**src/rtl/imem_loader_pkg.sv**
```systemverilog
// Shared types and constants for the instruction-memory program loader.
package imem_loader_pkg;

  localparam int unsigned BYTE_W         = 8;
  localparam int unsigned WORD_W         = 32;
  localparam int unsigned BYTES_PER_WORD = 4;

  typedef enum logic [2:0] {
    CNT_HI,
    CNT_LO,
    DATA,
    CHECK,
    DONE,
    ERROR
  } state_e;

  // Number of words the instruction memory can hold.
  function automatic logic [31:0] capacity(input int unsigned aw);
    return 32'd1 << aw;
  endfunction

endpackage

```
**src/rtl/imem_loader_if.sv**
```systemverilog
// Byte-stream input and instruction-memory write side of the loader.
interface imem_loader_if #(
  parameter int unsigned ADDR_WIDTH = 10
);
  logic [7:0]            in_data;
  logic                  in_valid;
  logic                  in_ready;
  logic                  imem_we;
  logic [ADDR_WIDTH-1:0] imem_addr;
  logic [31:0]           imem_wdata;
  logic                  cpu_reset;
  logic                  load_done;
  logic                  load_error;

  modport master (
    output in_data, in_valid,
    input  in_ready, imem_we, imem_addr, imem_wdata, cpu_reset, load_done, load_error
  );

  modport slave (
    input  in_data, in_valid,
    output in_ready, imem_we, imem_addr, imem_wdata, cpu_reset, load_done, load_error
  );
endinterface

```
**src/rtl/imem_word_packer.sv**
```systemverilog
// Packs bytes MSB-first into 32-bit words; word_ready marks the byte that completes a word.
module imem_word_packer
  import imem_loader_pkg::*;
(
  input  logic              clk,
  input  logic              reset,
  input  logic [BYTE_W-1:0] byte_in,
  input  logic              byte_en,
  output logic [WORD_W-1:0] word,
  output logic              word_ready
);

  localparam int unsigned IDX_W = $clog2(BYTES_PER_WORD);

  logic [WORD_W-BYTE_W-1:0] shift_q;
  logic [IDX_W-1:0]         idx_q;

  // The completing byte is combined combinationally so the word is usable on its accept edge.
  assign word       = {shift_q, byte_in};
  assign word_ready = byte_en && (idx_q == IDX_W'(BYTES_PER_WORD - 1));

  always_ff @(posedge clk or posedge reset) begin
    if (reset) begin
      shift_q <= '0;
      idx_q   <= '0;
    end else if (byte_en) begin
      shift_q <= word[WORD_W-BYTE_W-1:0];
      idx_q   <= idx_q + IDX_W'(1);
    end
  end

endmodule

```
**src/rtl/imem_loader.sv**
```systemverilog
// Frame parser that writes a checksum-protected image into instruction memory and releases
// the CPU from reset once the image is verified.
module imem_loader
  import imem_loader_pkg::*;
#(
  parameter int unsigned ADDR_WIDTH = 10
) (
  input logic          clk,
  input logic          reset,
  imem_loader_if.slave bus
);

  state_e                state_q;
  logic [7:0]            count_hi_q;
  logic [15:0]           words_left_q;
  logic [ADDR_WIDTH-1:0] word_idx_q;
  logic [7:0]            csum_q;
  logic                  in_ready_q;
  logic                  we_q;
  logic [ADDR_WIDTH-1:0] addr_q;
  logic [WORD_W-1:0]     wdata_q;
  logic                  cpu_reset_q;
  logic                  done_q;
  logic                  error_q;

  logic              fire;
  logic              pack_en;
  logic              word_ready;
  logic [WORD_W-1:0] packed_word;
  logic [15:0]       count_w;
  logic              too_big;

  assign fire    = bus.in_valid && in_ready_q;
  assign pack_en = fire && (state_q == DATA);
  assign count_w = {count_hi_q, bus.in_data};
  assign too_big = 32'(count_w) > capacity(ADDR_WIDTH);

  imem_word_packer u_packer (
    .clk        (clk),
    .reset      (reset),
    .byte_in    (bus.in_data),
    .byte_en    (pack_en),
    .word       (packed_word),
    .word_ready (word_ready)
  );

  always_ff @(posedge clk or posedge reset) begin
    if (reset) begin
      state_q      <= CNT_HI;
      count_hi_q   <= '0;
      words_left_q <= '0;
      word_idx_q   <= '0;
      csum_q       <= '0;
      in_ready_q   <= 1'b1;
      we_q         <= 1'b0;
      addr_q       <= '0;
      wdata_q      <= '0;
      cpu_reset_q  <= 1'b1;
      done_q       <= 1'b0;
      error_q      <= 1'b0;
    end else begin
      we_q <= 1'b0;
      if (fire && (state_q != CHECK)) begin
        csum_q <= csum_q ^ bus.in_data;
      end
      if (fire) begin
        case (state_q)
          CNT_HI: begin
            count_hi_q <= bus.in_data;
            state_q    <= CNT_LO;
          end
          CNT_LO: begin
            words_left_q <= count_w;
            if (too_big) begin
              state_q    <= ERROR;
              in_ready_q <= 1'b0;
              error_q    <= 1'b1;
            end else if (count_w == 16'd0) begin
              state_q <= CHECK;
            end else begin
              state_q <= DATA;
            end
          end
          DATA: begin
            if (word_ready) begin
              we_q         <= 1'b1;
              addr_q       <= word_idx_q;
              wdata_q      <= packed_word;
              word_idx_q   <= word_idx_q + ADDR_WIDTH'(1);
              words_left_q <= words_left_q - 16'd1;
              if (words_left_q == 16'd1) begin
                state_q <= CHECK;
              end
            end
          end
          CHECK: begin
            in_ready_q <= 1'b0;
            if (bus.in_data == csum_q) begin
              state_q     <= DONE;
              done_q      <= 1'b1;
              cpu_reset_q <= 1'b0;
            end else begin
              state_q <= ERROR;
              error_q <= 1'b1;
            end
          end
          default: ;
        endcase
      end
    end
  end

  assign bus.in_ready   = in_ready_q;
  assign bus.imem_we    = we_q;
  assign bus.imem_addr  = addr_q;
  assign bus.imem_wdata = wdata_q;
  assign bus.cpu_reset  = cpu_reset_q;
  assign bus.load_done  = done_q;
  assign bus.load_error = error_q;

endmodule

```
**src/flat_wrapper.sv**
```systemverilog
// flat-port wrapper written by rule: the top's interface ports become plain ports
module imem_loader_flat import imem_loader_pkg::*;
#(
  parameter int unsigned ADDR_WIDTH = 10
)
  (clk, reset, bus_in_data, bus_in_valid, bus_in_ready, bus_imem_we, bus_imem_addr, bus_imem_wdata, bus_cpu_reset, bus_load_done, bus_load_error);
  imem_loader_if #(.ADDR_WIDTH(ADDR_WIDTH)) bus_i ();
  input logic clk;
  input logic reset;
  input wire logic [$bits(bus_i.in_data)-1:0] bus_in_data;
  input wire logic [$bits(bus_i.in_valid)-1:0] bus_in_valid;
  output wire logic [$bits(bus_i.in_ready)-1:0] bus_in_ready;
  output wire logic [$bits(bus_i.imem_we)-1:0] bus_imem_we;
  output wire logic [$bits(bus_i.imem_addr)-1:0] bus_imem_addr;
  output wire logic [$bits(bus_i.imem_wdata)-1:0] bus_imem_wdata;
  output wire logic [$bits(bus_i.cpu_reset)-1:0] bus_cpu_reset;
  output wire logic [$bits(bus_i.load_done)-1:0] bus_load_done;
  output wire logic [$bits(bus_i.load_error)-1:0] bus_load_error;
  assign bus_i.in_data = bus_in_data;
  assign bus_i.in_valid = bus_in_valid;
  assign bus_in_ready = bus_i.in_ready;
  assign bus_imem_we = bus_i.imem_we;
  assign bus_imem_addr = bus_i.imem_addr;
  assign bus_imem_wdata = bus_i.imem_wdata;
  assign bus_cpu_reset = bus_i.cpu_reset;
  assign bus_load_done = bus_i.load_done;
  assign bus_load_error = bus_i.load_error;
  imem_loader #(.ADDR_WIDTH(ADDR_WIDTH)) u_core (.clk(clk), .reset(reset), .bus(bus_i));
endmodule
```
**config.mk**
```make
export PLATFORM = sky130hd
export DESIGN_NAME = imem_loader_flat
export DESIGN_NICKNAME = d
export VERILOG_FILES = /design/src/rtl/imem_loader_pkg.sv /design/src/rtl/imem_loader_if.sv /design/src/rtl/imem_word_packer.sv /design/src/rtl/imem_loader.sv /design/src/flat_wrapper.sv
export SDC_FILE = /design/constraint.sdc
export NUM_CORES = 1
export LEC_CHECK = 0
export BUFFER_PORTS_ARGS = -buffer_cell sky130_fd_sc_hd__buf_2
export CORE_MARGIN = 4
export CORE_UTILIZATION = 35
export CTS_CLUSTER_SIZE = 20
export DETAILED_ROUTE_END_ITERATION = 7
export GPL_ROUTABILITY_DRIVEN = 0
export PLACE_DENSITY = 0.5
export SETUP_SLACK_MARGIN = 0.3
export SLEW_MARGIN = 10
export SYNTH_ARGS = -nofsm -noshare
export SYNTH_HDL_FRONTEND = slang
export SYNTH_SLANG_ARGS = --single-unit
```
**constraint.sdc**
```tcl
create_clock -name clk -period 4.25 [get_ports clk]
set_input_delay 0.2125 -clock clk [delete_from_list [all_inputs] [get_ports clk]]
set_output_delay 0.2125 -clock clk [all_outputs]
set_load 0.01 [all_outputs]
```
==> results of run 1 <==
[final cells by class]
type / instances / area, um^2
clock buffer: 22 / 464.2
clock inverter: 8 / 171.4
fill: 1317 / 7794
inverter: 10 / 40.04
multi-input combinational: 253 / 1988
sequential: 118 / 2955
tap: 180 / 225.2
timing repair buffer: 65 / 350.3
[power breakdown]
| part | total [mW] | leakage (nW) | switching (mW) | internal (mW) |
|---|---|---|---|---|
| clock | 1.55 | 0.307 | 0.489 | 1.06 |
| sequential | 1.49 | 1.56 | 0.186 | 1.30 |
| combinational | 0.411 | 1.12 | 0.202 | 0.209 |
| total | 3.45 | 2.99 | 0.877 | 2.58 |
[critical path, cell delays in order (launching register included)]
cell and delay [ns]:
dfstp_2 0.57, nand3b_1 0.27, nor2_4 0.84, buf_4 0.37, mux2_2 0.36
[per-layer routing]
layer,vias up,GRT usage
met5,-,0
met4,0,0.06554
met3,16,0.04583
met2,77,0.2224
met1,1700,0.1922
li1,1564,-
[cells in the final DEF, fill, tap and decap left out, types with 3 or more instances in the layout]
| cell | count |
|---|---|
| nor2_1 | 15 |
| xor2_1 | 10 |
| nand4_1 | 3 |
| a22oi_1 | 4 |
| dfrtp_1 | 116 |
| a31oi_1 | 4 |
| xnor2_1 | 16 |
| nor3_1 | 7 |
| bufinv_16 | 5 |
| o21ai_0 | 18 |
| nand2_1 | 18 |
| ha_1 | 4 |
| mux2_2 | 76 |
| buf_4 | 6 |
| inv_1 | 9 |
| clkbuf_16 | 17 |
| nand3b_1 | 3 |
| nor4_1 | 7 |
| a21oi_1 | 18 |
| clkbuf_1 | 3 |
| nand3_1 | 9 |
| buf_2 | 57 |
[final timing paths]
path / start / to / slack (ns)
max: u_core.bus.in_ready / u_core.bus.imem_wdata[24] / 1.71
min: bus_in_data[0] / u_core.csum_q[0] / 0.13
max reg2reg: u_core.bus.in_ready / u_core.bus.imem_wdata[24] / 1.71
min reg2reg: u_core.bus.load_done / u_core.bus.load_done / 0.47
max in group asynchronous: reset / u_core.bus.in_ready / 2.80
min in group asynchronous: reset / u_core.bus.imem_wdata[22] / 0.51
[state kept, by name, summed over array words and instances, names as in the netlist]
signal,count
u_core.bus.imem_addr,10
u_core.bus.load_done,1
u_core.bus.load_error,1
u_core.words_left_q,16
u_core.bus.imem_wdata,32
u_core.bus.in_ready,1
u_core.bus.cpu_reset,1
u_core.bus.imem_we,1
u_core.u_packer.shift_q,24
u_core.u_packer.idx_q,2
u_core.state_q,3
u_core.word_idx_q,10
u_core.count_hi_q,8
u_core.csum_q,8
[metrics by stage]
step | cell area, um^2 | worst slack [ns]
after floorplan | 5031 | 0.9117
after global placement | 5539 | 1.722
after detailed placement | 5539 | 1.639
after CTS | 6195 | 1.632
after global routing | 6195 | 1.524
final | 6195 | 1.715
[cell families after synthesis]
kind of cell,after synthesis,synth area share
AND/OR/NAND/NOR,85,0.09052
XOR/XNOR,26,0.04526
flip-flops,118,0.5874
adder cells (fa/ha/maj),4,0.009948
AO/OA/AOI/OAI,62,0.07635
multiplexers,76,0.1701
buffers and inverters,25,0.02039
[repair_timing]
item / CTS / global route
hold buffers: 2 / 0
setup endpoints to repair: 0 / 0
hold endpoints to repair: 62 / 0
==> results.sh, run 1 <==
export IMPL_status="finished clean"
export IMPL_crit_arrival_ns=2.84
export IMPL_core_area_um2=13990
export IMPL_dieHeight_um=127.9
export IMPL_yosysWarnings=0
export IMPL_via_per_inst=5.117
export IMPL_holdPathStages=3
export IMPL_timing_final_crit_share=0.5965
export IMPL_initial_core_util=0.3597
export IMPL_antenna_found_initial=0
export IMPL_cts_resized=0
export IMPL_drcViolationCount=0
export IMPL_crit_path_end_kind="flip-flop"
export IMPL_final_layout_size_suffix_gt1_frac=0.3718
export IMPL_dieArea_um2=16360
export IMPL_avgRoutedWirePerCell_um=16.81
export IMPL_cts_buffer_depth=2
export IMPL_postSynthCellCount=396
export IMPL_min_period_ns=2.535
export IMPL_syn_avg_cell_area_um2=12.70
export IMPL_area_delta_synth_final_pct=23.13
export IMPL_root_buffer="clkbuf_16"
export IMPL_first_iter_violations=173
export IMPL_ys_types=49
export IMPL_utilization=0.4428
export IMPL_h_tree_depth=4
export IMPL_syn_num_nets=411
export IMPL_grt_max_degree=65
export IMPL_hold_viol_final=0
export IMPL_cts_tree="done"
export IMPL_synth_seq_cells=118
export IMPL_synth_top_area_share=0.5770
export IMPL_fp_row_count=43
export IMPL_grt_usage=0.1463
export IMPL_synthArstFlopShare=1.000
export IMPL_stdcell_count=656
export IMPL_highest_layer="met4"
export IMPL_rsz0062_at_grt="no"
export IMPL_wl_met1_um=5087
export IMPL_yosys_top_cells_area="dfrtp_1 58%, mux2_2 17%, xnor2_1 2.8%"
export IMPL_worstPathRequired_ns=4.55
export IMPL_yosysTopAreaCell="dfrtp_1"
export IMPL_yosysMostFrequentCell="dfrtp_1"
export IMPL_cts_sinks=118
export IMPL_synthFlopType="dfrtp_1"
export IMPL_clk_pin_slew_worst_paths_ns=0.06
export IMPL_whs_ns=0.1275
export IMPL_max_slew_margin=0.3572
export IMPL_reg2reg_depth=4
export IMPL_routed_wl_met2_um=5151
export IMPL_antenna_left=0
export IMPL_fmax_mhz=394.5
export IMPL_cts_setup_buffers=0
export IMPL_tightest_slew_ns=0.9619
export IMPL_io_pins=58
export IMPL_tns_ns=0
export IMPL_drv_cap=0
export IMPL_synthTopCellsByCount="116 x dfrtp_1, 76 x mux2_2, 18 x a21oi_1, 18 x nand2_1, 18 x o21ai_0"
export IMPL_insertedDiodeCount=0
export IMPL_drt_pass1_iterations=4
export IMPL_grt_remaining_overflow=0
export IMPL_clkLatencyLatePin_ns=0.42
export IMPL_wl_met3_um=579
export IMPL_grt_pass1_vias=3482
export IMPL_leakage_nw=2.992
export IMPL_critPathKind="flip-flop to flip-flop"
export IMPL_ys_seq_area_frac=0.5874
export IMPL_worstPathMaxFanout=35
export IMPL_skew_ns=0.01509
export IMPL_slew_violations=0
export IMPL_finalWirelength_um=11030
export IMPL_grt_pass1_wl_um=18430
export IMPL_setup_viol=0
export IMPL_vias=3357
export IMPL_hpwl_um=7225
export IMPL_synth_area_um2=5031
export IMPL_p_total_mw=3.455
export IMPL_port_buffers=57
export IMPL_hold_class="primary input to flip-flop"
export IMPL_synth_edf_count=0
export IMPL_critPathLaunchType="flip-flop"
export IMPL_numCtsBuffers=17
export IMPL_die_w_um=127.9
export IMPL_finalNetCount=480
export IMPL_vdd_drop_max_mv=0.2499
export IMPL_place_inst=624
export IMPL_cellPowerDensity_nw_per_um2=557.7
Note: power is estimated with default switching activity, not from simulation.
==> inputs of run 2 (changes only) <==
==> constraint.sdc (replaced) <==
create_clock -name clk -period 2.5 [get_ports clk]
set_input_delay 0.125 -clock clk [delete_from_list [all_inputs] [get_ports clk]]
set_output_delay 0.125 -clock clk [all_outputs]
set_load 0.01 [all_outputs]
==> results.sh, run 2 (same netlist as run 1, synthesis figures left out) <==
export IMPL_drv_cap=0
export IMPL_setup_viol=0
export IMPL_vdd_drop_max_mv=0.5637
export IMPL_largest_reg_flops=32
export IMPL_drt_pass1_iterations=4
export IMPL_cp_top_family="simple AND/OR/NAND/NOR gates"
export IMPL_hold_class="primary input to flip-flop"
export IMPL_root_buffer="clkbuf_16"
export IMPL_timing_final_crit_share=0.8179
export IMPL_worstPathMaxFanout=9
export IMPL_fp_row_count=43
export IMPL_hold_viol_final=0
export IMPL_vias=3366
export IMPL_stdcell_count=665
export IMPL_slew_violations=0
export IMPL_leakage_nw=3.013
export IMPL_grt_usage=0.1469
export IMPL_dieArea_um2=16360
export IMPL_clkLatencyLatePin_ns=0.41
export IMPL_dpl_cell_area_um2=5623
export IMPL_crit_buf_inv=0
export IMPL_layout_common_cells="116 x dfrtp_1, 76 x mux2_2, 57 x buf_2"
export IMPL_finalWirelength_um=11040
export IMPL_status="finished clean"
export IMPL_antenna_left=0
export IMPL_cts_buffer_depth=2
export IMPL_utilization=0.4452
export IMPL_tns_ns=0
export IMPL_cts_sinks=118
export IMPL_cts_tree="done"
export IMPL_final_common_cell="dfrtp_1"
export IMPL_tightest_slew_ns=0.7677
export IMPL_critPathMaxStageDelay_ns=0.58
export IMPL_core_area_um2=13990
export IMPL_die_w_um=127.9
export IMPL_rsz0062_at_grt="no"
export IMPL_antenna_found_initial=0
export IMPL_cellPowerDensity_nw_per_um2=885.5
export IMPL_port_buffers=57
export IMPL_dieHeight_um=127.9
export IMPL_initial_core_util=0.3597
export IMPL_critPathKind="flip-flop to flip-flop"
export IMPL_cp_slowest_cell="or4_1"
export IMPL_grt_pass1_wl_um=18520
export IMPL_finalNetCount=489
export IMPL_numCtsBuffers=17
export IMPL_hpwl_um=7471
export IMPL_grt_max_degree=50
export IMPL_max_slew_margin=0.4860
export IMPL_insertedDiodeCount=0
export IMPL_min_period_ns=2.045
export IMPL_worstPathRequired_ns=2.79
export IMPL_grt_remaining_overflow=0
export IMPL_drcViolationCount=0
export IMPL_grt_pass1_vias=3458
export IMPL_first_iter_violations=163
export IMPL_h_tree_depth=4
export IMPL_cp_cell_sequence="or4_1 > a211o_1 > or3_1 > a22o_1"
export IMPL_clk_pin_slew_worst_paths_ns=0.05
export IMPL_io_pins=58
export IMPL_skew_ns=0.005106
export IMPL_avgRoutedWirePerCell_um=16.60
export IMPL_fmax_mhz=489.0
export IMPL_via_per_inst=5.062
export IMPL_area_delta_synth_final_pct=23.78
export IMPL_final_layout_size_suffix_gt1_frac=0.3876
export IMPL_crit_arrival_ns=2.34
export IMPL_final_cell_area_um2=6227
export IMPL_nFillCells=1331
export IMPL_place_inst=630
export IMPL_crit_path_end_kind="flip-flop"
export IMPL_critPathLaunchType="flip-flop"
[run 2: cell types whose count changed in the layout (fill, tap and decap cells not counted), sizes merged]
cell      before  now
clkinv         1    6
clkbuf        22   21
inv           11    9
clkinvlp       1    3
buf           63   72
bufinv         5    1
[run 2: what timing repair did]
item / 4_1_cts / 5_1_grt
setup buffers: 0 / 3
endpoints found under the hold margin: 25 / 0
gates resized for setup: 0 / 0
hold buffers: 2 / 0
setup endpoints to repair: 0 / 11
[run 2: through the flow]
stage	worst slack, ns	hold WS, ns	total power, mW
final	0.4551	0.05837	5.514
after global routing	0.3879	0.07431	5.792
after floorplan	0.5965	0.1847	3.024
after global placement	0.4304	0.2397	3.259
after CTS	0.3988	0.04138	5.577
after detailed placement	0.3933	0.2517	3.287
[run 2: area by class of cell]
class | count | area (um^2) | share of cell area
Timing Repair Buffer | 74 | 467.9 | 0.07515
Tap cell | 180 | 225.2 | 0.03617
Inverter | 10 | 41.29 | 0.006631
Clock inverter | 9 | 78.83 | 0.01266
Sequential cell | 118 | 2955 | 0.4746
Clock buffer | 21 | 470.5 | 0.07555
Multi-Input combinational cell | 253 | 1988 | 0.3193
[run 2: worst register-to-register path: stages (launching register included)]
cell     delay (ns)
dfrtp_1        0.47
or4_1          0.58
a211o_1        0.32
or3_1          0.36
a22o_1         0.20
[run 2: path summary, 6_finish.rpt]
check,to,startpoint,slack (ns),cells past startpoint
min in group asynchronous,u_core.bus.imem_wdata[4],reset,0.36,3
max in group asynchronous,u_core.bus.in_ready,reset,1.42,4
worst min register to register,u_core.bus.load_done,u_core.bus.load_done,0.46,1
worst max-delay path,u_core.state_q[0],u_core.state_q[1],0.46,4
worst max register to register,u_core.state_q[0],u_core.state_q[1],0.46,4
worst min-delay path,u_core.csum_q[0],bus_in_data[0],0.06,3
[run 2: routing by layer]
| metal | vias up | global-route usage | wire [um] | share of wire |
|---|---|---|---|---|
| li1 | 1591 | - | - | - |
| met1 | 1692 | 0.1916 | 5028 | 0.46 |
| met2 | 73 | 0.2267 | 5302 | 0.48 |
| met3 | 10 | 0.05250 | 593 | 0.054 |
| met4 | 0 | 0.05243 | 115 | 0.010 |
| met5 | - | 0 | 0 | 0 |
[run 2: power breakdown]
group	switching (mW)	leakage, nW	total (mW)	internal [mW]
registers	0.328	1.56	2.54	2.22
clock network	0.820	0.270	2.24	1.42
logic	0.351	1.18	0.727	0.376
==> inputs of run 3 (changes only) <==
==> constraint.sdc (replaced) <==
create_clock -name clk -period 1.9 [get_ports clk]
set_input_delay 0.095 -clock clk [delete_from_list [all_inputs] [get_ports clk]]
set_output_delay 0.095 -clock clk [all_outputs]
set_load 0.01 [all_outputs]
==> results.sh, run 3 (same netlist as run 1, synthesis figures left out) <==
export IMPL_cts_tree="done"
export IMPL_highest_layer="met4"
export IMPL_place_inst=658
export IMPL_grt_usage=0.1767
export IMPL_power_frac_clock=0.390
export IMPL_stdcell_count=748
export IMPL_cellPowerDensity_nw_per_um2=1060
export IMPL_tns_ns=0
export IMPL_dieHeight_um=127.9
export IMPL_pwr_share_comb=0.212
export IMPL_rsz0062_at_grt="yes"
export IMPL_final_common_cell="dfrtp_1"
export IMPL_crit_arrival_ns=2.13
export IMPL_cts_sinks=118
export IMPL_drv_cap=0
export IMPL_worstPathMaxFanout=7
export IMPL_utilization=0.5663
export IMPL_antenna_left=0
export IMPL_multiInputGateArea_um2=2606
export IMPL_first_iter_violations=242
export IMPL_hold_viol_final=0
export IMPL_skew_ns=0.009412
export IMPL_critPathLaunchType="flip-flop"
export IMPL_final_layout_size_suffix_gt1_frac=0.5687
export IMPL_routed_wl_met2_um=6871
export IMPL_worstPathRequired_ns=2.19
export IMPL_fp_row_count=43
export IMPL_layout_common_cells="113 x dfrtp_1, 68 x mux2_4, 57 x buf_2"
export IMPL_tightest_slew_ns=0.6913
export IMPL_insertedDiodeCount=0
export IMPL_area_delta_synth_final_pct=57.45
export IMPL_largest_reg_flops=32
export IMPL_finalNetCount=571
export IMPL_io_pins=58
export IMPL_vias=3848
export IMPL_slew_violations=0
export IMPL_wl_met1_um=6380
export IMPL_hpwl_um=8122
export IMPL_die_w_um=127.9
export IMPL_clk_pin_slew_worst_paths_ns=0.06
export IMPL_hold_class="primary input to flip-flop"
export IMPL_p_switching_mw=2.389
export IMPL_fmax_mhz=543.8
export IMPL_leakage_nw=3.719
export IMPL_antenna_found_initial=0
export IMPL_h_tree_depth=4
export IMPL_status="finished clean"
export IMPL_timing_final_crit_share=0.9678
export IMPL_grt_max_degree=30
export IMPL_dieArea_um2=16360
export IMPL_p_int_mw=6.004
export IMPL_drt_pass1_iterations=4
export IMPL_swShare=0.2846
export IMPL_numCtsBuffers=17
export IMPL_min_period_ns=1.839
export IMPL_setup_viol=0
export IMPL_vdd_drop_max_mv=0.7507
export IMPL_core_area_um2=13990
export IMPL_p_total_mw=8.393
export IMPL_critPathKind="flip-flop to flip-flop"
export IMPL_initial_core_util=0.3597
export IMPL_port_buffers=57
export IMPL_via_per_inst=5.144
export IMPL_cts_buffer_depth=2
export IMPL_clkLatencyLatePin_ns=0.42
export IMPL_root_buffer="clkbuf_16"
export IMPL_max_slew_margin=0.5381
export IMPL_nFillCells=1156
export IMPL_avgRoutedWirePerCell_um=18.83
export IMPL_pwr_share_seq=0.398
export IMPL_crit_path_end_kind="flip-flop"
export IMPL_wl_met3_um=596
export IMPL_grt_pass1_wl_um=22170
export IMPL_finalWirelength_um=14080
export IMPL_grt_pass1_vias=4016
export IMPL_regArea_um2=2959
export IMPL_grt_remaining_overflow=0
export IMPL_drcViolationCount=0
-- run 3: changes by cell type in the layout (fill, tap and decap cells not counted), moves of 11 or more --
cell and change:
buf_4 +33, o21ai_0 -14, buf_12 +11, buf_6 +26, mux2_4 +68, mux2_2 -68
-- run 3: cell type report --
| type | count | area share |
|---|---|---|
| tap | 180 | 0.02843 |
| clock inverter | 8 | 0.01548 |
| multi-input combinational | 254 | 0.3290 |
| inverter | 10 | 0.005212 |
| clock buffer | 23 | 0.06034 |
| timing repair buffer | 155 | 0.1880 |
| sequential | 118 | 0.3736 |
-- run 3: timing repair --
| item | CTS | global route |
|---|---|---|
| buffers inserted | 33 | 10 |
| gates resized for setup | 78 | 95 |
| endpoints found under the hold margin | 23 | 0 |
| setup endpoints to repair | 102 | 117 |
| hold buffers | 2 | 0 |
| cloned | 11 | 3 |
| pin swaps | 19 | 21 |
-- run 3: worst paths after layout --
| path | startpoint | endpoint | slack [ns] | depth (start not counted) |
|---|---|---|---|---|
| worst max-delay path | u_core.state_q[0] | u_core.u_packer.shift_q[1] | 0.06 | 8 |
| worst min register to register | u_core.bus.load_done | u_core.bus.load_done | 0.47 | 1 |
| worst max register to register | u_core.state_q[0] | u_core.u_packer.shift_q[1] | 0.06 | 8 |
| worst min-delay path | bus_in_data[7] | u_core.csum_q[7] | 0.06 | 3 |
| max in group asynchronous | reset | u_core.bus.cpu_reset | 0.94 | 4 |
| min in group asynchronous | reset | u_core.u_packer.idx_q[1] | 0.33 | 3 |
-- run 3: metal layers --
metal / vias up / global-route usage
met4: 0 / 0.06617
met2: 89 / 0.2825
li1: 1757 / -
met5: - / 0
met1: 1982 / 0.2350
met3: 20 / 0.04083
-- run 3: worst max-delay path, cell delays in order, from the launching register on --
cell and delay [ns]:
dfrtp_1 0.41, buf_6 0.13, or2b_1 0.24, buf_6 0.13
nor2_4 0.15, buf_12 0.12, buf_16 0.10, buf_12 0.12
mux2_4 0.29
-- run 3: power by group through the flow --
stage / logic, mW / registers [mW] / clock network, mW
6_report: 1.78 / 3.34 / 3.28
5_1_grt: 1.93 / 3.38 / 3.46
4_1_cts: 1.54 / 3.29 / 3.32
3_5_place_dp: 1.27 / 3.32 / 0
3_3_place_gp: 1.24 / 3.29 / 0
2_1_floorplan: 0.765 / 3.26 / 0
-- run 3: through the flow --
step,hold WS (ns),cell area [um^2],setup slack (ns)
detailed placement,0.2428,6005,0.03962
finish,0.05833,7921,0.06112
global route,0.05183,7921,0.0009659
global placement,0.2472,6005,0.06102
CTS,0.02173,7393,0.07599
floorplan,0.1547,5230,0.08272
